===== config.mk =====
export PLATFORM = sky130hd
export DESIGN_NAME = ap_kernel_arbiter_flat
export DESIGN_NICKNAME = d
export VERILOG_FILES = /design/src/rtl/ap_kernel_arbiter_if.sv /design/src/rtl/ap_kernel_arbiter.sv /design/src/flat_wrapper.sv
export SDC_FILE = /design/constraint.sdc
export NUM_CORES = 1
export LEC_CHECK = 0
export BUFFER_PORTS_ARGS = -buffer_cell sky130_fd_sc_hd__buf_2
export CORE_UTILIZATION = 30
export CTS_BUF_LIST = sky130_fd_sc_hd__clkbuf_8
export CTS_CLUSTER_SIZE = 28
export DETAILED_ROUTE_END_ITERATION = 16
export SLEW_MARGIN = 40
export SYNTH_ARGS = -nofsm -noshare
export SYNTH_HDL_FRONTEND = slang
export SYNTH_SLANG_ARGS = --single-unit

===== constraint.sdc =====
create_clock -name ap_clk -period 3.5 [get_ports ap_clk]
set_input_delay 0.875 -clock ap_clk [delete_from_list [all_inputs] [get_ports ap_clk]]
set_output_delay 0.875 -clock ap_clk [all_outputs]
set_load 0.02 [all_outputs]

===== src/rtl/ap_kernel_arbiter_if.sv =====
// Requester and kernel ap_ctrl_chain signals shared by ap_kernel_arbiter.
// The master modport is the arbiter side; slave is the agent/kernel side.
interface ap_kernel_arbiter_if #(
   parameter int NREQ = 3
) ();
   localparam int IDW = $clog2(NREQ);

   logic [NREQ-1:0] req_valid;
   logic [NREQ-1:0] req_ack;
   logic [NREQ-1:0] req_done;
   logic [IDW-1:0]  grant_id;
   logic            k_ap_start;
   logic            k_ap_ready;
   logic            k_ap_done;
   logic            k_ap_continue;

   modport master (
      input  req_valid, k_ap_ready, k_ap_done,
      output req_ack, req_done, grant_id,
      output k_ap_start, k_ap_continue
   );

   modport slave (
      output req_valid, k_ap_ready, k_ap_done,
      input  req_ack, req_done, grant_id,
      input  k_ap_start, k_ap_continue
   );
endinterface


===== src/rtl/ap_kernel_arbiter.sv =====
// Round-robin start arbiter for one pipelined ap_ctrl_chain kernel.
// An in-order ID FIFO routes each ap_done back to the requester that started it.
module ap_kernel_arbiter #(
   parameter int NREQ       = 3,
   parameter int FIFO_DEPTH = 4,
   parameter int CNT_W      = 16
) (
   input  logic                ap_clk,
   input  logic                ap_rst_n,
   ap_kernel_arbiter_if.master bus,
   input  logic                flush,
   output logic                flush_done,
   output logic [CNT_W-1:0]    txn_count,
   output logic                err_orphan
);
   localparam int IDW = $clog2(NREQ);
   localparam int PW  = $clog2(FIFO_DEPTH);
   localparam int OW  = PW + 1;
   localparam logic [OW-1:0] FULL = OW'(FIFO_DEPTH);

   localparam logic [1:0] S_IDLE  = 2'd0;
   localparam logic [1:0] S_ISSUE = 2'd1;
   localparam logic [1:0] S_FLUSH = 2'd2;

   logic [1:0]       state_q, state_d;
   logic [IDW-1:0]   grant_q, grant_d;
   logic [IDW-1:0]   rr_q, rr_d;
   logic [IDW-1:0]   fifo_q [FIFO_DEPTH];
   logic [IDW-1:0]   fifo_d [FIFO_DEPTH];
   logic [PW-1:0]    wptr_q, wptr_d;
   logic [PW-1:0]    rptr_q, rptr_d;
   logic [OW-1:0]    occ_q, occ_d;
   logic [CNT_W-1:0] txn_q, txn_d;
   logic             orphan_q, orphan_d;

   logic            push, pop, empty;
   logic [IDW-1:0]  grant_nxt;
   logic [NREQ-1:0] b2b_req;
   logic [IDW:0]    pick_idle, pick_b2b;

   // Returns {found, index} of the first set bit at or after start, wrapping.
   function automatic logic [IDW:0] rr_pick(
      input logic [NREQ-1:0] req,
      input logic [IDW-1:0]  start
   );
      logic [IDW:0] r;
      int idx;
      r = '0;
      for (int i = NREQ - 1; i >= 0; i--) begin
         idx = int'(start) + i;
         if (idx >= NREQ) idx = idx - NREQ;
         if (req[idx]) r = {1'b1, IDW'(idx)};
      end
      return r;
   endfunction

   assign empty     = (occ_q == '0);
   assign push      = (state_q == S_ISSUE) & bus.k_ap_ready;
   assign pop       = bus.k_ap_done & ~empty;
   assign occ_d     = occ_q + OW'(push) - OW'(pop);
   assign grant_nxt = (grant_q == IDW'(NREQ - 1)) ? '0 : grant_q + 1'b1;

   // The acked requester's valid still belongs to the start being accepted.
   assign b2b_req   = bus.req_valid & ~(NREQ'(1) << grant_q);
   assign pick_idle = rr_pick(bus.req_valid, rr_q);
   assign pick_b2b  = rr_pick(b2b_req, grant_nxt);

   always_comb begin
      state_d = state_q;
      grant_d = grant_q;
      rr_d    = rr_q;
      case (state_q)
         S_IDLE: begin
            if (flush) begin
               state_d = S_FLUSH;
            end else if (pick_idle[IDW] && ((occ_q < FULL) || pop)) begin
               grant_d = pick_idle[IDW-1:0];
               state_d = S_ISSUE;
            end
         end
         S_ISSUE: begin
            if (push) begin
               rr_d = grant_nxt;
               if (!flush && pick_b2b[IDW] && (occ_d < FULL)) begin
                  grant_d = pick_b2b[IDW-1:0];
               end else begin
                  state_d = flush ? S_FLUSH : S_IDLE;
               end
            end
         end
         S_FLUSH: begin
            if (!flush) state_d = S_IDLE;
         end
         default: state_d = S_IDLE;
      endcase
   end

   always_comb begin
      fifo_d   = fifo_q;
      wptr_d   = wptr_q;
      rptr_d   = rptr_q;
      txn_d    = txn_q;
      orphan_d = orphan_q;
      if (push) begin
         fifo_d[wptr_q] = grant_q;
         wptr_d         = wptr_q + 1'b1;
      end
      if (pop) begin
         rptr_d = rptr_q + 1'b1;
         if (txn_q != '1) txn_d = txn_q + 1'b1;
      end
      if (bus.k_ap_done && empty) orphan_d = 1'b1;
   end

   always_comb begin
      bus.req_ack  = '0;
      bus.req_done = '0;
      if (push) bus.req_ack[grant_q] = 1'b1;
      if (pop)  bus.req_done[fifo_q[rptr_q]] = 1'b1;
   end

   assign bus.grant_id      = grant_q;
   assign bus.k_ap_start    = (state_q == S_ISSUE);
   assign bus.k_ap_continue = ~empty;
   assign flush_done        = flush & (state_q != S_ISSUE) & (occ_d == '0);
   assign txn_count         = txn_q;
   assign err_orphan        = orphan_q;

   always_ff @(posedge ap_clk or negedge ap_rst_n) begin
      if (!ap_rst_n) begin
         state_q  <= S_IDLE;
         grant_q  <= '0;
         rr_q     <= '0;
         wptr_q   <= '0;
         rptr_q   <= '0;
         occ_q    <= '0;
         txn_q    <= '0;
         orphan_q <= 1'b0;
         for (int i = 0; i < FIFO_DEPTH; i++) fifo_q[i] <= '0;
      end else begin
         state_q  <= state_d;
         grant_q  <= grant_d;
         rr_q     <= rr_d;
         wptr_q   <= wptr_d;
         rptr_q   <= rptr_d;
         occ_q    <= occ_d;
         txn_q    <= txn_d;
         orphan_q <= orphan_d;
         fifo_q   <= fifo_d;
      end
   end
endmodule

===== src/flat_wrapper.sv =====
// flat-port wrapper written by rule: the top's interface ports become plain ports
module ap_kernel_arbiter_flat 
#(
   parameter int NREQ       = 3,
   parameter int FIFO_DEPTH = 4,
   parameter int CNT_W      = 16
)
  (ap_clk, ap_rst_n, flush, flush_done, txn_count, err_orphan, bus_req_valid, bus_k_ap_ready, bus_k_ap_done, bus_req_ack, bus_req_done, bus_grant_id, bus_k_ap_start, bus_k_ap_continue);
  ap_kernel_arbiter_if #(.NREQ(NREQ)) bus_i ();
  input  logic ap_clk;
  input  logic ap_rst_n;
  input  logic flush;
  output logic flush_done;
  output logic [CNT_W-1:0] txn_count;
  output logic err_orphan;
  input wire logic [$bits(bus_i.req_valid)-1:0] bus_req_valid;
  input wire logic [$bits(bus_i.k_ap_ready)-1:0] bus_k_ap_ready;
  input wire logic [$bits(bus_i.k_ap_done)-1:0] bus_k_ap_done;
  output wire logic [$bits(bus_i.req_ack)-1:0] bus_req_ack;
  output wire logic [$bits(bus_i.req_done)-1:0] bus_req_done;
  output wire logic [$bits(bus_i.grant_id)-1:0] bus_grant_id;
  output wire logic [$bits(bus_i.k_ap_start)-1:0] bus_k_ap_start;
  output wire logic [$bits(bus_i.k_ap_continue)-1:0] bus_k_ap_continue;
  assign bus_i.req_valid = bus_req_valid;
  assign bus_i.k_ap_ready = bus_k_ap_ready;
  assign bus_i.k_ap_done = bus_k_ap_done;
  assign bus_req_ack = bus_i.req_ack;
  assign bus_req_done = bus_i.req_done;
  assign bus_grant_id = bus_i.grant_id;
  assign bus_k_ap_start = bus_i.k_ap_start;
  assign bus_k_ap_continue = bus_i.k_ap_continue;
  ap_kernel_arbiter #(.NREQ(NREQ), .FIFO_DEPTH(FIFO_DEPTH), .CNT_W(CNT_W)) u_core (.ap_clk(ap_clk), .ap_rst_n(ap_rst_n), .bus(bus_i), .flush(flush), .flush_done(flush_done), .txn_count(txn_count), .err_orphan(err_orphan));
endmodule

==> flow_summary.ini <==
[floorplan]
dieArea_um2 = 7222
num_rows = 29
fp.dieW_um = 84.98
ios = 36
die_h_um = 84.98
coreArea_um2 = 6495
start_util = 0.3181

[worst_setup_path]
critPathMaxStageDelay_ns = 0.45
worst-setup-path-type = register to output port
critPathMaxFanout = 2
crit_arrival_ns = 2.52
crit_slowest_cell = fa_2
crit_path_end_kind = output port
worstPathRequired_ns = 2.62
crit_top_cell = ha_4
crit_chain = or3_4 > nand2_4 > inv_4 > ha_4 > inv_2 > ha_4 > fa_2 > nor4_4 > buf_4
worstSetupStartpointType = register

[yosys]
muxShareOfSynthArea = 0.06784
ys_async_sr_fraction = 1.000
synth_compound_gate_area_share = 0.1078
synth_xor_area_frac = 0.08722
syn_nets = 220
syn-cell-area_um2 = 2066
synth_edf_count = 0
yosys_warnings = 0
yosysSeqAreaShare = 0.4603
synth_seq_cells = 38
yosys.area_share.simple = 0.1660
synth_fa_ha_area_frac = 0.07632
synthCells = 200
syn_area_per_cell_um2 = 10.33
synth_flop_cell = dfrtp_1
yosysUniqueCellTypes = 43
synth_top_family_by_area = simple AND/OR/NAND/NOR gates

[timing]
max_freq_ghz = 0.2948
fin_skew_ns = 0.008399
setup_viol = 0
hold_viol = 0
grt_setup_unrepaired = true
drv_slew = 0
tightest_slew_ns = 0.4817
period_share = 0.9692
fin_crit_ns = 3.392
slew_headroom = 0.6789

[pwr]
swShare = 0.3884
power_frac_clock = 0.186
internal_power_uw = 1237
power_density_nw_per_um2 = 793.4
finalPower_uw = 2022
p_sw_uw = 785.4
seqPwrFrac = 0.362
leakage_uw = 0.001211
power_frac_comb = 0.452
vdd_drop_max_v = 0.0003614

[routing]
wl_met2_mm = 2.110
drc = 2
vias = 1645
met1_length_mm = 1.939
drtIter0Drc = 93
top_layer = met4
routedWlPerCell_um = 13.20
wl_met3_um = 190
wl_mm = 4.277
routed_via_density = 5.077
dr.pass1.iters = 10
final_antenna_net_count = 0

[layout]
layout.nets = 267
fin_util = 0.3924
drive_above_1_share = 0.2632
areaGrowthSynthToFinish_pct = 23.38
antenna_cells = 0
fillers = 631

[placed_design]
dp_hpwl_mm = 3.192
io_buffers = 35
gp_congestion = 0.7915

[global_route]
grt_pass1_vias = 1628
overflow = 0
track_usage = 0.1287
grt_max_degree = 39
grt_pass1_wl_mm = 7.479
antenna_found_initial = 0

[clocking]
numCtsBuffers = 5
cts_tree = built
cts_buffer_depth = 2
clk_pin_slew_worst_paths_ns = 0.07
clockRootBuffer = clkbuf_8
cts_hold_buf = 0
clk-insertion-delay-late_ns = 0.29
cts.sink_count = 38
h-tree-depth = 2

[run_status]
violations = DRC
status = finished, violations left

[worst_hold_path]
min_path_type = register to register

[run]
max_cap_viol_count = 0
==> path summary, 6_finish.rpt <==
| path | depth (start not counted) | start | endpoint | slack (ns) |
|---|---|---|---|---|
| min in group asynchronous | 1 | ap_rst_n | u_core.txn_count[15] | 0.54 |
| max in group asynchronous | 1 | ap_rst_n | u_core.state_q[0] | 2.61 |
| worst max register to register | 13 | u_core.occ_q[0] | u_core.bus.grant_id[0] | 0.44 |
| worst max-delay path | 9 | u_core.occ_q[0] | flush_done | 0.11 |
| worst min-delay path | 2 | u_core.fifo_q[5] | u_core.fifo_q[5] | 0.48 |
| worst min register to register | 2 | u_core.fifo_q[5] | u_core.fifo_q[5] | 0.48 |
==> synth_stat cells, types with 2 or more instances <==
cell type | instances | area (um^2)
dfrtp_1 | 38 | 950.9
nand2_1 | 20 | 75.07
inv_1 | 16 | 60.06
o21ai_0 | 12 | 60.06
xnor2_1 | 12 | 105.1
ha_1 | 11 | 137.6
nor2_1 | 9 | 33.78
nor3_1 | 8 | 40.04
nand3_1 | 7 | 35.03
nand2b_1 | 6 | 37.54
nand4_1 | 6 | 37.54
xor2_1 | 6 | 52.55
a21oi_1 | 5 | 25.02
mux2i_1 | 5 | 50.05
a21o_1 | 3 | 22.52
mux2_2 | 3 | 33.78
a2111oi_0 | 2 | 17.52
a311oi_1 | 2 | 17.52
and3_1 | 2 | 12.51
clkbuf_1 | 2 | 7.510
mux4_2 | 2 | 45.04
nor4_1 | 2 | 12.51
==> per-layer routing <==
layer | GRT usage | vias up
met5 | 0 | -
met3 | 0.03307 | 4
met4 | 0.02928 | 0
li1 | - | 787
met2 | 0.2258 | 44
met1 | 0.1586 | 810
==> cell usage in the layout, fill, tap and decap left out, drive strengths merged, types with 3 or more instances in the layout <==
cell	instances
xor2	6
mux2	4
nor3	8
clkbuf	6
nand4	6
dfrtp	38
nand2	21
mux2i	5
a21o	3
nand3	7
a21oi	5
inv	16
buf	42
ha	11
xnor2	12
nor2	9
nand2b	6
o21ai	14
==> state kept, by name, indices dropped and copies added, names as in the netlist <==
name,count
u_core.fifo_q,8
u_core.state_q,2
u_core.bus.grant_id,2
u_core.txn_count,16
u_core.wptr_q,2
u_core.rr_q,2
u_core.occ_q,3
u_core.rptr_q,2
u_core.err_orphan,1
==> repair_timing <==
action,CTS,global route
pin swaps,2,0
endpoints found under the setup margin,1,1
gates resized for setup,3,6
setup buffers,2,0
==> cells by family after synthesis <==
logic type / Yosys count
compound gates: 34
fa+ha+maj: 12
simple gates: 67
buf+inv: 19
mux: 11
flops: 38
xor+xnor: 19
==> cell type report <==
cell class / instances / area [um^2] / area share
clock inverters: 1 / 30.03 / 0.01178
flip-flops and latches: 38 / 950.9 / 0.3731
inverters: 17 / 66.31 / 0.02602
repair buffers: 42 / 232.7 / 0.09131
well taps: 77 / 96.34 / 0.03780
multi-input cells: 143 / 1090 / 0.4276
clock buffers: 6 / 82.58 / 0.03240
==> worst max-delay path, delay by kind of cell (launching register included) <==
kind                     cells  cell delay, ns
flip-flops                   1            0.37
buffers and inverters        3            0.26
adder cells (fa/ha/maj)      3            0.84
AND/OR/NAND/NOR              3            0.77
==> power groups by stage <==
stage	sequential (uW)	combinational, uW	clock (uW)
after detailed placement	740	864	0
final	731	914	377
after floorplan	752	585	0
after global routing	758	1020	409
after global placement	734	847	0
after CTS	734	894	386
==> metrics by stage <==
step | TNS (ns) | hold WS, ns | cell area, um^2 | setup WS, ns | std cells
floorplan | 0 | 0.4446 | 2081 | 0.001202 | 200
global placement | 0 | 0.4613 | 2382 | 0.04330 | 315
detailed placement | 0 | 0.4712 | 2385 | 0.01391 | 315
CTS | 0 | 0.4876 | 2521 | 0.02524 | 324
global route | -0.01094 | 0.5188 | 2549 | -0.01094 | 324
finish | 0 | 0.4831 | 2549 | 0.1079 | 324
(Power assumes the default switching activity.)
